==> src/rtl/mem_request_master.sv <==
// mem_request_master
//
// Turns a single-beat load/store request into a memory bus transaction.
// The transaction always runs IDLE -> SETUP -> STROBE -> WAIT -> DONE.
// A request that is badly formed goes straight from IDLE to DONE with an
// error, and in that case the memory is never touched.
//
// Request handshake: req is sampled only while the block is idle (busy=0).
// On the edge that samples it, the request is accepted and all req_* fields
// are captured. busy rises in the following cycle and stays high through the
// single-cycle done pulse. While busy is high, req is ignored; requests are
// not queued. A new request can be accepted in the first idle cycle after
// done.
//
// Memory handshake: mem_enable rises one cycle after the bus fields are set
// up and stays high until mem_moc is seen in WAIT, or until the WAIT budget
// of TIMEOUT cycles runs out.
//
// Ports
//   clk, reset              clock; synchronous active-high reset
//   req, req_write,         request strobe, 1=store / 0=load,
//   req_size, req_signed    0=byte 1=half 2=word 3=invalid, sign-extend loads
//   req_addr, req_wdata     byte address, right-justified store data
//   busy, done              transaction in flight, one-cycle completion
//   rdata, err, err_code    extended load result, error flag, error code
//                           (00 ok, 01 misaligned, 10 timeout, 11 bad size)
//   mem_enable, mem_rw      memory strobe, 1=read / 0=write
//   mem_addr, mem_wdata,    memory bus fields
//   mem_mode
//   mem_moc, mem_rdata      memory operation complete, read data
//   fsm_state               current controller state, for observation

module mem_request_master #(
    parameter int TIMEOUT = 16
) (
    input  logic        clk,
    input  logic        reset,
    input  logic        req,
    input  logic        req_write,
    input  logic [1:0]  req_size,
    input  logic        req_signed,
    input  logic [8:0]  req_addr,
    input  logic [31:0] req_wdata,
    output logic        busy,
    output logic        done,
    output logic [31:0] rdata,
    output logic        err,
    output logic [1:0]  err_code,
    output logic        mem_enable,
    output logic        mem_rw,
    output logic [8:0]  mem_addr,
    output logic [31:0] mem_wdata,
    output logic [1:0]  mem_mode,
    input  logic        mem_moc,
    input  logic [31:0] mem_rdata,
    output logic [2:0]  fsm_state
);

    typedef enum logic [2:0] {
        S_IDLE   = 3'd0,
        S_SETUP  = 3'd1,
        S_STROBE = 3'd2,
        S_WAIT   = 3'd3,
        S_DONE   = 3'd4
    } state_t;

    state_t      state;
    logic [7:0]  wait_cnt;
    logic        cap_signed;
    logic        misaligned;

    assign fsm_state  = state;
    assign misaligned = ((req_size == 2'd1) && req_addr[0]) ||
                        ((req_size == 2'd2) && (req_addr[1:0] != 2'b00));

    // Right-justified read data extended to 32 bits according to the
    // access size that was captured into mem_mode.
    function automatic logic [31:0] extend(input logic [1:0] mode,
                                           input logic sgn,
                                           input logic [31:0] d);
        logic [31:0] r;
        case (mode)
            2'd0:    r = sgn ? {{24{d[7]}}, d[7:0]}   : {24'b0, d[7:0]};
            2'd1:    r = sgn ? {{16{d[15]}}, d[15:0]} : {16'b0, d[15:0]};
            default: r = d;
        endcase
        return r;
    endfunction

    always_ff @(posedge clk) begin
        if (reset) begin
            state      <= S_IDLE;
            wait_cnt   <= 8'd0;
            cap_signed <= 1'b0;
            busy       <= 1'b0;
            done       <= 1'b0;
            rdata      <= 32'd0;
            err        <= 1'b0;
            err_code   <= 2'b00;
            mem_enable <= 1'b0;
            mem_rw     <= 1'b1;
            mem_addr   <= 9'd0;
            mem_wdata  <= 32'd0;
            mem_mode   <= 2'd0;
        end else begin
            done <= 1'b0;
            case (state)
                S_IDLE: begin
                    if (req) begin
                        cap_signed <= req_signed;
                        busy       <= 1'b1;
                        if (req_size == 2'd3) begin
                            // Invalid size wins over misalignment.
                            state    <= S_DONE;
                            done     <= 1'b1;
                            err      <= 1'b1;
                            err_code <= 2'b11;
                        end else if (misaligned) begin
                            state    <= S_DONE;
                            done     <= 1'b1;
                            err      <= 1'b1;
                            err_code <= 2'b01;
                        end else begin
                            // Bus fields change only for requests that will
                            // actually reach the memory.
                            state     <= S_SETUP;
                            mem_addr  <= req_addr;
                            mem_wdata <= req_wdata;
                            mem_mode  <= req_size;
                            mem_rw    <= ~req_write;
                        end
                    end
                end
                S_SETUP: begin
                    state      <= S_STROBE;
                    mem_enable <= 1'b1;
                end
                S_STROBE: begin
                    // The first WAIT cycle counts as cycle 1.
                    state    <= S_WAIT;
                    wait_cnt <= 8'd1;
                end
                S_WAIT: begin
                    if (mem_moc) begin
                        state      <= S_DONE;
                        done       <= 1'b1;
                        mem_enable <= 1'b0;
                        err        <= 1'b0;
                        err_code   <= 2'b00;
                        if (mem_rw) begin
                            rdata <= extend(mem_mode, cap_signed, mem_rdata);
                        end
                    end else if (wait_cnt == 8'(TIMEOUT)) begin
                        state      <= S_DONE;
                        done       <= 1'b1;
                        mem_enable <= 1'b0;
                        err        <= 1'b1;
                        err_code   <= 2'b10;
                        rdata      <= 32'd0;
                    end else begin
                        wait_cnt <= wait_cnt + 8'd1;
                    end
                end
                S_DONE: begin
                    state    <= S_IDLE;
                    busy     <= 1'b0;
                    wait_cnt <= 8'd0;
                end
                default: begin
                    state <= S_IDLE;
                end
            endcase
        end
    end

endmodule

==> config.mk <==
export PLATFORM = sky130hd
export DESIGN_NAME = mem_request_master
export DESIGN_NICKNAME = d
export VERILOG_FILES = /design/src/rtl/mem_request_master.sv
export SDC_FILE = /design/constraint.sdc
export NUM_CORES = 1
export LEC_CHECK = 0
export BUFFER_PORTS_ARGS = -buffer_cell sky130_fd_sc_hd__buf_4
export CORE_MARGIN = 3
export CORE_UTILIZATION = 43
export CTS_CLUSTER_SIZE = 12
export DETAILED_ROUTE_END_ITERATION = 10
export PLACE_DENSITY = 0.75
export SKIP_LAST_GASP = 1
export SYNTH_ARGS = -nofsm -noshare
export SYNTH_HDL_FRONTEND = slang
export SYNTH_SLANG_ARGS = --single-unit
==> constraint.sdc <==
create_clock -name clk -period 1.9 [get_ports clk]
set_clock_uncertainty 0.2 [all_clocks]
set_input_delay 0.095 -clock clk [delete_from_list [all_inputs] [get_ports clk]]
set_output_delay 0.095 -clock clk [all_outputs]
set_load 0.1 [all_outputs]
# Word level (Yosys, flattened, before mapping)
# Cells that the tools add are included.
# op_classes
add_sub_neg	1
n_mul	0
n_div	0
magnitude_cmp	0
n_eq_ne	15
n_shift	0
muxes	38
n_bitwise	3
n_reduce_logical	19
# ops
cell	count
$mux W32	5
$pmux W32 S2	1
$pmux W8 S3	1
$mux W8	2
$mux W3	5
$mux W1	13
$pmux W3 S4	1
$mux W2	5
$reduce_bool A2 Y1	5
$add A8 B1 Y8 const B	1
$eq A8 B5 Y1 const B	1
$ne A2 B2 Y1 const B	4
$pmux W1 S2	4
$reduce_and A2 Y1	4
$reduce_and A4 Y1	2
$eq A3 B2 Y1 const B	2
$ne A3 B3 Y1 const B	2
$reduce_and A3 Y1	2
$eq A2 B1 Y1 const B	2
$eq A2 B2 Y1 const B	2
$pmux W2 S2	1
$eq A3 B1 Y1 const B	1
$eq A3 B3 Y1 const B	1
$logic_not A3 Y1	1
other kinds (5)	8
# totals
ff_bits	94
latchBits	0
mem_bits_rw	0
rom_bits	0
inputBits	81
output_inout_bits	85
elab_cells	89
memories	0

# Longest topological paths before layout
# Gate-level depths: netlist of run 1.
# depth
depth_word	7
depth_mapped	7
ltp_nobuf	6

# Worst setup path before layout of run 1
# OpenSTA, ideal clock, no wires.
# synth_path
kind	register -> register
start	register mem_mode[0]
end	register rdata[21]
setup_ps	134
arrival_time_ps	2128
required_time_ps	1566
setup_slack_ps	-562
path_stages_with_launch	7
n_path_buf	2
synth_period_minus_slack_ps	2462
cell_sequence	dfxtp_1 -> buf_2 -> mux2_2 -> a21o_1 -> buf_2 -> nand4_1 -> a21oi_1
# synth_via
elab_chain_cells	4
word_cells_on_any_way	5
# synth_lines
element	line	text
start: declaration	53	output logic [1:0] mem_mode,
start signal: assignment	129	mem_mode <= req_size;
$eq A2 B1 Y1 or $logic_not A2 Y1 (tied branches)	82	case (mode)
$pmux W32 S2 (*)	82	
$mux W32 (*)	150	if (mem_rw) begin
$mux W32 (*)	144	if (mem_moc) begin
end signal: assignment	151	rdata <= extend(mem_mode, cap_signed, mem_rdata);
end: declaration	46	output logic [31:0] rdata,
# Mark *: on every way between the ends. The rest lies on a longest branch, timed or not. The select of a mux whose other input is x is not followed.
# A chain may end at the register's enable or synchronous reset.

# Worst setup path in the final report of run 1
# layout_path
start	register wait_cnt[1]
end	register wait_cnt[3]
# layout_via
elab_chain_cells	4
word_cells_on_any_way	7
# layout_lines
element	line	text
start: declaration	68	logic [7:0] wait_cnt;
start signal: assignment	161	wait_cnt <= wait_cnt + 8'd1;
$add A8 B1 Y8	161	
$mux W8	153	end else if (wait_cnt == 8'(TIMEOUT)) begin
$mux W8	144	
$pmux W8 S3	107	case (state)
# Several ways; a longest one is shown, not always the timed one. The select of a mux whose other input is x is not followed.

==> qor.tcl, run 1 <==
set qor(worstPathMaxFanout) 7
set qor(met2_wirelength_um) 6611
set qor(criticalPathCategory) {flop to flop}
set qor(design_power_total_w) 0.004860
set qor(slowest_delay_ns) 0.35
set qor(mostFrequentLayoutCell) {buf_4}
set qor(ios) 166
set qor(max_clock_freq_mhz) 532.7
set qor(totalNegativeSetupSlack_ns) 0
set qor(outcome) {complete, no violations}
set qor(clkSlewWorstSetupHoldPaths_ns) 0.10
set qor(hold_end) {mem_wdata[9]}
set qor(power.clock.fraction_pct) 28.3
set qor(grt_pass1_vias) 4134
set qor(min-delay-path-class) {flop to flop}
set qor(clockRootBuffer) {clkbuf_8}
set qor(layout-drive-gt1-share_pct) 32.21
set qor(die-area_um2) 10380
set qor(global_route.overflow_total) 0
set qor(utilization_pct) 71.72
set qor(synth-seq-cells) 94
set qor(slew_headroom_pct) 65.08
set qor(path_cells) {inv_1 > ha_1 > nand4bb_4 > buf_4 > o211a_2 > a41oi_1 > a31oi_1}
set qor(maximum_number_of_pins_on_one_net_before_global_route_repair) 44
set qor(synthesis.area_um2) 3955
set qor(net_count_after_synthesis) 553
set qor(yosys.area_share.simple_pct) 22.37
set qor(clk_latency_ns) 0.35
set qor(avgRoutedWirePerCell_um) 15.74
set qor(r2r-end) {wait_cnt[3]}
set qor(yosys.area_share.xor_xnor_pct) 0
set qor(dp.cells) 725
set qor(hold_path_depth) 2
set qor(crit_arrival_ns) 1.91
set qor(clkSinkCount) 94
set qor(tritoncts_clock_tree) {built}
set qor(synth_top_family_by_area) {compound AO/OA/AOI/OAI gates}
set qor(top_signal_layer_used) {met4}
set qor(timing.reg2reg.worst_path_depth) 7
set qor(worstPathBufferInverterCount) 2
set qor(worst-slew-pin-transition_ns) 0.5210
set qor(netlist-cell-type-count) 50
set qor(ctsHtreeMaxLevel) 3
set qor(routed-via-count) 4394
set qor(adder_cell_fraction_of_synth_area_pct) 0.6327
set qor(power_density_nw_per_um2) 765.8
set qor(groute.usage.overall_pct) 23.70
set qor(areaGrowthSynthToFinish_pct) 60.46
set qor(netlist_instances) 470
set qor(cp.required_ns) 1.93
set qor(synth_top_area_share_pct) 47.58
set qor(dp_hpwl_um) 7942
set qor(hold_viol_final) 0
set qor(synth_compound_area_share_pct) 22.40
set qor(core_um2) 8848
set qor(worstReg2RegStart) {wait_cnt[1]}
set qor(power.ir.vdd_worst_uv) 477.5
set qor(static_leakage_power_nw) 2.669
set qor(number_of_enable_type_register_cells_in_the_synthesized_netlist) 0
set qor(netSwitchingFraction_pct) 34.98
set qor(post-route-period-util_pct) 98.80
set qor(end_kind) {flop}
set qor(final-setup-viol-count) 0
set qor(detail_route.first_pass.iterations) 4
set qor(yosys_warnings) 0
set qor(netlist.top_cell.by_area) {dfxtp_1}
set qor(antenna_violations_before_repair) 0
set qor(insertedDiodeCount) 0
set qor(worst_path_dominant_cell_family) {compound AO/OA/AOI/OAI gates}
set qor(ff2ff_setup_slack_ns) 0.02
set qor(cell_rows) 34
set qor(rsz_0062_raised_after_global_routing) {true}
set qor(cts-root-to-sink-buffers) 2
set qor(grt_first_pass_wirelength_um) 19870
set qor(cts-buffers-inserted) 9
set qor(final-instance-count-excl-fill) 822
set qor(critical_hold_path_startpoint) {mem_wdata[9]}
set qor(final_antenna_net_count) 0
set qor(p_comb_share_pct) 28.0
set qor(final_nets) 792
set qor(wirelength_um) 12940
set qor(synthTopCellsByArea) {dfxtp_1, nand2_1, a21oi_1, o21ai_0, nand2b_1}
set qor(place.port_buffers) 165
set qor(die-height_um) 101.9
set qor(drt_drc_violations_left) 0
set qor(synth.mux.area_fraction_pct) 0.5378
set qor(starting_drt_drc_count) 257
set qor(worstSetupStartpointType) {flop}
set qor(async_reset_ff_share_pct) 0
set qor(avgSynthCellArea_um2) 8.415
set qor(most-common-layout-cells) {buf_4, nand2_1, dfxtp_1}
set qor(layout_min_cycle_time_ns) 1.877
set qor(internal_power_w) 0.003160
set qor(finalHoldWorstSlack_ns) 0.2577
set qor(synth_seq_area_share_pct) 47.58
set qor(initial_core_util_pct) 44.70
set qor(max_cap_violations) 0
set qor(net-switching-power_w) 0.001700
set qor(met3WireLength_um) 958
set qor(fp.dieW_um) 101.9
set qor(place.gp.congestion) 0.7987
set qor(drt-met1-wl_um) 5144
set qor(detail_route.vias_per_cell) 5.345
set qor(synth_ff_type) {dfxtp_1}
set qor(timing_max_transition_violations_final) 0
set qor(share_seq_of_total_power_pct) 43.8
set qor(slowest_stage) {dfxtp_1}
==> synth_stat cells (4+ instances only) <==
master / instances
buf_2: 5
nand4_1: 17
inv_1: 5
o21ai_0: 37
clkbuf_1: 22
nor2_1: 13
buf_12: 4
nand3_1: 10
nand2_1: 105
buf_6: 4
dfxtp_1: 94
a21oi_2: 5
a31oi_1: 7
nand2b_1: 18
a22o_1: 8
a21oi_1: 71
==> how the worst max path moves through the flow <==
stage | to | startpoint | depth (start not counted) | slack [ns]
after floorplan | rdata[21] | mem_mode[0] | 6 | 0.01
after global placement | rdata[28] | wait_cnt[1] | 6 | -0.004
after detailed placement | rdata[13] | wait_cnt[1] | 6 | -0.10
after CTS | wait_cnt[1] | wait_cnt[1] | 7 | 0.006
after global routing | wait_cnt[3] | wait_cnt[1] | 7 | -0.06
final | wait_cnt[3] | wait_cnt[1] | 7 | 0.02
==> power by group through the flow <==
stage / registers (W) / logic [W] / clock network [W]
after floorplan: 0.00270 / 0.000348 / 0
after global placement: 0.00216 / 0.00118 / 0
after detailed placement: 0.00217 / 0.00120 / 0
after CTS: 0.00212 / 0.00133 / 0.00141
after global routing: 0.00214 / 0.00143 / 0.00150
final: 0.00213 / 0.00136 / 0.00137
==> area by class of cell <==
cell class                      count  area (um^2)
Multi-Input combinational cell    336         1892
Inverter                            5        18.77
Clock inverter                      6        68.82
Clock buffer                       10        137.6
Sequential cell                    94         1899
Tap cell                          108        135.1
Fill cell                         636         2502
Timing Repair Buffer              263         2195
==> metrics by stage <==
step	worst slack [ns]	instance area, um^2
floorplan	0.01093	3979
global placement	-0.004069	5264
detailed placement	-0.1046	5264
CTS	0.005719	6287
global route	-0.06131	6346
finish	0.02288	6346
==> metal layers <==
metal	vias up	GRT usage [%]
met4	0	7.265
met5	-	0
met3	18	5.256
met2	199	41.95
li1	2115	-
met1	2062	28.78
==> worst min-delay path, delay by kind of cell (launching register included) <==
family / cells / cell delay (ns)
AND/OR/NAND/NOR: 1 / 0.05
flip-flops: 1 / 0.32
AO/OA/AOI/OAI: 1 / 0.05
==> logic make-up (layout without fill, tap and decap cells) <==
group / Yosys count / in the layout
AND/OR/NAND/NOR: 180 / 180
AO/OA/AOI/OAI: 151 / 152
flip-flops: 94 / 94
buffers and inverters: 41 / 284
adder cells (fa/ha/maj): 2 / 2
multiplexers: 2 / 2
==> what timing repair did <==
item                       in CTS  in global routing
setup endpoints to repair      39                 45
setup buffers                   0                  0
cloned                          0                  1
hold buffers                   80                  0
gates resized for setup         3                  9
pin swaps                       0                  1
hold endpoints to repair       83                  0
==> flip-flops by register name, indices dropped and copies added (netlist names) <==
| name | count |
|---|---|
| busy | 1 |
| cap_signed | 1 |
| mem_mode | 2 |
| fsm_state | 3 |
| done | 1 |
| rdata | 32 |
| wait_cnt | 8 |
| mem_rw | 1 |
| err_code | 2 |
| mem_addr | 9 |
| mem_enable | 1 |
| mem_wdata | 32 |
| err | 1 |
(Power assumes the default switching activity.)
==> run 2: changes to the inputs <==
Settings changed: ABC_AREA set to 1, CORE_UTILIZATION 43 to 40, PLACE_DENSITY 0.75 to 0.69.
==> run 2 against run 1 <==
Net effect: the flow now finishes with violations (hold timing); global-route usage down 1.6 points; register-to-register slack better by 0.04 ns; area after synthesis up 6.9%; power up 14%; wire length up 5.4%; sequential power up 4%; setup slack better by 0.043 ns; clock power about the same; clock-buffer cell count unchanged; critical path depth up 3; hold slack worse by 0.26 ns; non-clock buffer count down 20; critical endpoint is now wait_cnt[6]; largest power group unchanged.
==> qor.tcl, run 2 <==
set qor(outcome) {finished with violations}
set qor(failed_checks) {hold timing}
set qor(yosys_warnings) 0 ;# unchanged
set qor(worst-slew-pin-transition_ns) 0.4877 ;# -0.03330 ns
set qor(num-fill-cells) 863 ;# +36%
set qor(place.port_buffers) 165 ;# unchanged
set qor(power_density_nw_per_um2) 865.3 ;# +13%
set qor(netlist_top_cells_count) {nor2_1, nand2_1, dfxtp_1}
set qor(fp.dieW_um) 108.8 ;# +6.8%
set qor(ios) 166 ;# unchanged
set qor(tritoncts_clock_tree) {built}
set qor(groute.usage.overall_pct) 22.08 ;# -1.6 points
set qor(slew_headroom_pct) 67.49 ;# +2.4 points
set qor(netlist_instances) 610 ;# +30%
set qor(cp.required_ns) 1.95 ;# +0.02 ns
set qor(final_nets) 907 ;# +15%
set qor(synthTopCellsByArea) {dfxtp_1, nor2_1, nand2_1, o21ai_0, nand3_1}
set qor(critical-path-top-cell-by-count) {nand2_1}
set qor(synth_top_area_share_pct) 44.51 ;# -3.1 points
set qor(end_kind) {flop}
set qor(largestRegisters) {mem_wdata x32, rdata x32, mem_addr x9}
set qor(die-height_um) 108.8 ;# +6.8%
set qor(global_route.overflow_total) 0 ;# unchanged
set qor(wirelength_um) 13640 ;# +5.4%
set qor(worstSetupStartpointType) {flop}
set qor(slowest_delay_ns) 0.39 ;# +0.04 ns
set qor(synth-seq-cells) 94 ;# unchanged
set qor(dp_hpwl_um) 8399 ;# +5.8%
set qor(synth_ff_type) {dfxtp_1}
set qor(cts-buffers-inserted) 9 ;# unchanged
set qor(static_leakage_power_nw) 3.021 ;# +13%
set qor(pre_cts_ws_ns) 0.1008 ;# +0.2054 ns
set qor(ctsHtreeMaxLevel) 3 ;# unchanged
set qor(slowest_stage) {dfxtp_1}
set qor(drt_drc_violations_left) 0 ;# unchanged
set qor(max_cap_violations) 0 ;# unchanged
set qor(mostFrequentLayoutCell) {buf_4}
set qor(grt_first_pass_wirelength_um) 21270 ;# +7.0%
set qor(detail_route.first_pass.iterations) 6 ;# +2
set qor(maximum_number_of_pins_on_one_net_before_global_route_repair) 66 ;# +50%
set qor(cts-root-to-sink-buffers) 2 ;# unchanged
set qor(die-area_um2) 11840 ;# +14%
set qor(post-route-period-util_pct) 96.52 ;# -2.3 points
set qor(multi_input_comb_area_um2) 1972 ;# +4.2%
set qor(finalHoldWorstSlack_ns) -0.001528 ;# -0.2593 ns
set qor(crit_arrival_ns) 1.88 ;# -0.03 ns
set qor(clkSinkCount) 94 ;# unchanged
set qor(insertedDiodeCount) 0 ;# unchanged
set qor(synthesis.area_um2) 4228 ;# +6.9%
set qor(final-setup-viol-count) 0 ;# unchanged
set qor(finish.instance_area_um2) 6422 ;# +1.2%
set qor(number_of_enable_type_register_cells_in_the_synthesized_netlist) 0 ;# unchanged
set qor(timing_max_transition_violations_final) 0 ;# unchanged
set qor(layout-drive-gt1-share_pct) 26.54 ;# -5.7 points
set qor(place.gp.congestion) 0.8443 ;# +5.7%
set qor(initial_core_util_pct) 42.09 ;# -2.6 points
set qor(routed-via-count) 4734 ;# +7.7%
set qor(antenna_violations_before_repair) 0 ;# unchanged
set qor(synth_seq_area_share_pct) 44.51 ;# -3.1 points
set qor(rsz_0062_raised_after_global_routing) {true}
set qor(path_cells) {inv_1 > ha_1 > nand2_1 > nor2_1 > nand2_1 > nand2_1 > nand2_2 > nand2_1 > o21ai_0 > nor2_1}
set qor(most-common-layout-cells) {buf_4, nor2_1, nand2_1}
set qor(starting_drt_drc_count) 341 ;# +33%
set qor(cell_rows) 36 ;# +5.9%
set qor(clk_latency_ns) 0.35 ;# about the same
set qor(clockRootBuffer) {clkbuf_8}
set qor(timing.reg2reg.worst_path_depth) 10 ;# +3
set qor(final_antenna_net_count) 0 ;# unchanged
set qor(avgSynthCellArea_um2) 6.931 ;# -18%
set qor(netlist.top_cell.by_area) {dfxtp_1}
set qor(post_dp_cell_area_um2) 5505 ;# +4.6%
set qor(power.ir.vdd_worst_uv) 647.2 ;# +36%
set qor(grt_pass1_vias) 4573 ;# +11%
set qor(netlist-cell-type-count) 26 ;# -48%
set qor(criticalPathCategory) {flop to flop}
set qor(net_count_after_synthesis) 693 ;# +25%
set qor(min-delay-path-class) {input port to flop}
set qor(avgRoutedWirePerCell_um) 14.17 ;# -9.9%
set qor(detail_route.vias_per_cell) 4.921 ;# -7.9%
set qor(core_um2) 10040 ;# +14%
set qor(hold_viol_final) 1 ;# +1
set qor(async_reset_ff_share_pct) 0 ;# unchanged
set qor(postLayoutSetupSlackWorst_ns) 0.06607 ;# +0.04319 ns
set qor(synthMostInstantiatedCell) {nor2_1}
set qor(clkSlewWorstSetupHoldPaths_ns) 0.10 ;# about the same
set qor(worstPathMaxFanout) 6 ;# -1
set qor(seq_area_um2) 1893 ;# -0.33%
set qor(layout_min_cycle_time_ns) 1.834 ;# -0.04319 ns
set qor(hold_path_depth) 7 ;# +5
set qor(max_clock_freq_mhz) 545.3 ;# +2.4%
set qor(areaGrowthSynthToFinish_pct) 51.91
==> run 2: cell types whose count changed after synthesis, moves of 7 or more <==
| cell | before | now |
|---|---|---|
| a22o_1 | 8 | 0 |
| buf_6 | 4 | 11 |
| nand2b_1 | 18 | 0 |
| nand3_1 | 10 | 52 |
| a21oi_1 | 71 | 46 |
| inv_1 | 5 | 21 |
| o21ai_0 | 37 | 59 |
| clkbuf_1 | 22 | 12 |
| nor2_1 | 13 | 164 |
| nand4_1 | 17 | 3 |
==> run 2: power breakdown <==
group          leakage, nW  total, W  internal (W)  switching (W)
registers            0.768   0.00221       0.00211       0.000101
clock network       0.0973   0.00135      0.000620       0.000734
logic                 2.16   0.00200      0.000562        0.00143
==> run 2: final cells by class <==
class / instances / area share [%]
repair buffers: 243 / 32.44
clock inverters: 6 / 1.071
multi-input cells: 447 / 30.70
flip-flops and latches: 94 / 29.48
clock buffers: 10 / 1.987
inverters: 29 / 1.734
well taps: 133 / 2.591
==> run 2: logic make-up (layout without fill, tap and decap cells) <==
| group | count (synthesis) | count (layout) | share of synthesized area (%) |
|---|---|---|---|
| simple gates | 336 | 336 | 32.70 |
| compound gates | 109 | 109 | 13.29 |
| flops | 94 | 94 | 44.51 |
| buf+inv | 69 | 288 | 8.908 |
| fa+ha+maj | 2 | 2 | 0.5918 |
==> run 2: critical path, delay by kind of cell (launching register included) <==
family	cells	cell delay, ns
AND/OR/NAND/NOR	7	0.68
flip-flops	1	0.39
AO/OA/AOI/OAI	1	0.21
adder cells (fa/ha/maj)	1	0.18
buffers and inverters	1	0.06
==> run 2: final timing paths <==
| check | end | slack, ns | startpoint |
|---|---|---|---|
| worst max-delay path | wait_cnt[6] | 0.07 | wait_cnt[1] |
| worst min-delay path | rdata[22] | -0.002 | mem_rdata[22] |
| worst max register to register | wait_cnt[6] | 0.07 | wait_cnt[1] |
| worst min register to register | err | 0.26 | err |
==> run 2: per-layer routing <==
metal / vias to the layer above / GRT usage, % / routed length, um
met4: 0 / 4.509 / 89
li1: 2379 / - / -
met1: 2178 / 27.19 / 5801
met5: - / 0 / 0
met2: 167 / 38.13 / 6649
met3: 10 / 6.809 / 1096
==> run 2: metrics by stage <==
stage / total power, W / std cells / TNS (ns) / util, %
floorplan: 0.003643 / 610 / 0 / -
global placement: 0.004053 / 880 / 0 / 54.81
detailed placement: 0.004072 / 880 / 0 / 54.81
CTS: 0.005518 / 957 / 0 / 62.84
global route: 0.005816 / 962 / -0.1064 / 63.94
finish: 0.005557 / 962 / 0 / 63.94
==> run 2: what timing repair did <==
| item | 4_1_cts | 5_1_grt |
|---|---|---|
| hold endpoints to repair | 68 | 0 |
| setup buffers | 0 | 1 |
| endpoints found under the setup margin | 0 | 41 |
| hold buffers | 61 | 0 |
| resized for setup | 0 | 2 |
==> run 3: changes to the inputs <==
Settings changed: CORE_UTILIZATION 40 to 39, PLACE_DENSITY 0.69 to 0.68.
==> run 3 against run 2 <==
Net effect: the run now ends clean; flip-flop and latch count is the same; non-clock buffer count is 14 higher; cell count increased by 1.7%; sequential power is essentially flat; first-iteration DRC count unchanged; clock power decreased by 6%; largest power group unchanged.
==> qor.tcl, run 3 (synthesized netlist as in run 2, its figures left out) <==
set qor(design_power_total_w) 0.005494 ;# -1.1%
set qor(ctsHtreeMaxLevel) 3 ;# unchanged
set qor(ios) 166 ;# unchanged
set qor(worstPathMaxFanout) 16 ;# +10
set qor(avgRoutedWirePerCell_um) 14.28 ;# +0.74%
set qor(worstSetupStartpointType) {flop}
set qor(post-route-period-util_pct) 95.01 ;# -1.5 points
set qor(insertedDiodeCount) 0 ;# unchanged
set qor(maximum_number_of_pins_on_one_net_before_global_route_repair) 68 ;# +3.0%
set qor(cts-buffers-inserted) 9 ;# unchanged
set qor(critical-path-top-cell-by-count) {nand2_1}
set qor(starting_drt_drc_count) 341 ;# unchanged
set qor(wirelength_um) 13970 ;# +2.4%
set qor(clkSinkCount) 94 ;# unchanged
set qor(power.ir.vdd_worst_uv) 612.0 ;# -5.4%
set qor(r2r-end) {rdata[8]}
set qor(postLayoutSetupSlackWorst_ns) 0.09475 ;# +0.02867 ns
set qor(slowest_delay_ns) 0.35 ;# -0.04 ns
set qor(final_nets) 921 ;# +1.5%
set qor(pre_cts_ws_ns) 0.1381 ;# +0.03736 ns
set qor(timing_max_transition_violations_final) 0 ;# unchanged
set qor(ff2ff_setup_slack_ns) 0.09 ;# +0.03 ns
set qor(areaGrowthSynthToFinish_pct) 54.81
set qor(hold_viol_final) 0 ;# -1
set qor(die-area_um2) 12130 ;# +2.4%
set qor(core_um2) 10420 ;# +3.7%
set qor(path_cells) {inv_1 > ha_1 > nand2_1 > nor2_1 > nand2_1 > o21ai_4 > buf_12 > clkbuf_16 > nand3_1 > nand2_1 > nor2_1}
set qor(slowest_stage) {dfxtp_2}
set qor(worstPathBufferInverterCount) 3 ;# +2
set qor(antenna_violations_before_repair) 0 ;# unchanged
set qor(worst-slew-pin-transition_ns) 0.4670 ;# -0.02074 ns
set qor(slew_headroom_pct) 68.87 ;# +1.4 points
set qor(global_route.overflow_total) 0 ;# unchanged
set qor(worst_path_dominant_cell_family) {simple AND/OR/NAND/NOR gates}
set qor(most-common-layout-cells) {buf_4, nor2_1, nand2_1}
set qor(clk_latency_ns) 0.37 ;# +0.02 ns
set qor(place.port_buffers) 165 ;# unchanged
set qor(grt_first_pass_wirelength_um) 20730 ;# -2.6%
set qor(critical_hold_path_startpoint) {mem_rdata[19]}
set qor(hold_end) {rdata[19]}
set qor(routed-via-count) 4822 ;# +1.9%
set qor(criticalPathCategory) {flop to flop}
set qor(min-delay-path-class) {input port to flop}
set qor(clkSlewWorstSetupHoldPaths_ns) 0.09 ;# about the same
set qor(clockRootBuffer) {clkbuf_8}
set qor(final-setup-viol-count) 0 ;# unchanged
set qor(final_antenna_net_count) 0 ;# unchanged
set qor(groute.usage.overall_pct) 21.49 ;# -0.59 points
set qor(max_clock_freq_mhz) 553.9 ;# +1.6%
set qor(end_kind) {flop}
set qor(crit_arrival_ns) 1.86 ;# -0.02 ns
set qor(layout-drive-gt1-share_pct) 26.13 ;# -0.41 points
set qor(hold_path_depth) 7 ;# unchanged
set qor(layout_min_cycle_time_ns) 1.805 ;# -0.02867 ns
set qor(power_density_nw_per_um2) 839.5 ;# -3.0%
set qor(dp_hpwl_um) 8430 ;# +0.36%
set qor(mostFrequentLayoutCell) {buf_4}
set qor(detail_route.first_pass.iterations) 5 ;# -1
set qor(worstReg2RegStart) {wait_cnt[0]}
set qor(outcome) {complete, no violations}
set qor(tritoncts_clock_tree) {built}
set qor(timing.reg2reg.worst_path_depth) 11 ;# +1
set qor(largestRegisters) {mem_wdata x32, rdata x32, mem_addr x9}
set qor(detail_route.vias_per_cell) 4.930 ;# +0.19%
set qor(fp.dieW_um) 110.1 ;# +1.2%
set qor(place.gp.congestion) 0.9035 ;# +7.0%
set qor(cp.required_ns) 1.96 ;# about the same
set qor(max_cap_violations) 0 ;# unchanged
set qor(die-height_um) 110.1 ;# +1.2%
set qor(grt_pass1_vias) 4466 ;# -2.3%
set qor(cell_rows) 37 ;# +2.8%
set qor(static_leakage_power_nw) 3.076 ;# +1.8%
set qor(cts-root-to-sink-buffers) 2 ;# unchanged
set qor(initial_core_util_pct) 40.59 ;# -1.5 points
set qor(drt_drc_violations_left) 0 ;# unchanged
[run 3: area by class of cell]
| cell class | count | area [um^2] |
|---|---|---|
| repair buffers | 257 | 2213 |
| multi-input cells | 447 | 1974 |
| inverters | 29 | 111.4 |
| clock buffers | 10 | 148.9 |
| flip-flops and latches | 94 | 1894 |
| clock inverters | 5 | 32.53 |
| well taps | 136 | 170.2 |
| fillers | 881 | 3871 |
[run 3: how the worst max path moves through the flow]
stage | start | end | slack (ns) | cells past startpoint
after detailed placement | wait_cnt[0] | rdata[20] | 0.14 | 10
after CTS | wait_cnt[0] | rdata[26] | 0.12 | 10
after global placement | wait_cnt[0] | rdata[19] | 0.18 | 10
after floorplan | fsm_state[2] | rdata[0] | 0.05 | 7
final | wait_cnt[0] | rdata[8] | 0.09 | 11
after global routing | wait_cnt[0] | rdata[9] | -0.03 | 11
[run 3: metal layers]
metal	track usage (%)	wire, um	vias up
met5	0	0	-
met4	8.443	314	0
met3	6.115	1078	28
met2	35.96	6716	187
met1	26.06	5855	2197
li1	-	-	2410
[run 3: tightest hold or removal path, cell delays in order]
cell and delay (ns):
buf_4 0.08, nor2_1 0.03, nor2_1 0.08, nand2_1 0.06
nand3_1 0.07, nand2_1 0.04, nor2_1 0.07
[run 3: through the flow]
step	utilization [%]	TNS (ns)	cells	instance area, um^2	hold slack, ns
after floorplan	-	0	610	4238	-0.01608
after global placement	52.70	0	882	5489	0.07517
after detailed placement	52.70	0	882	5489	0.07631
after CTS	61.74	0	973	6431	0.003384
after global routing	62.83	-0.1817	978	6545	0.04490
final	62.83	0	978	6545	0.004319
[run 3: what timing repair did]
item,in CTS,in global routing
gates resized for setup,0,3
buffers inserted,0,1
hold buffers,76,0
endpoints found under the hold margin,84,0
setup endpoints to repair,0,35
[run 3: where the power goes]
group	switching, W	internal, W	total [W]
combinational	0.00144	0.000579	0.00201
sequential	0.000105	0.00211	0.00221
clock	0.000719	0.000549	0.00127
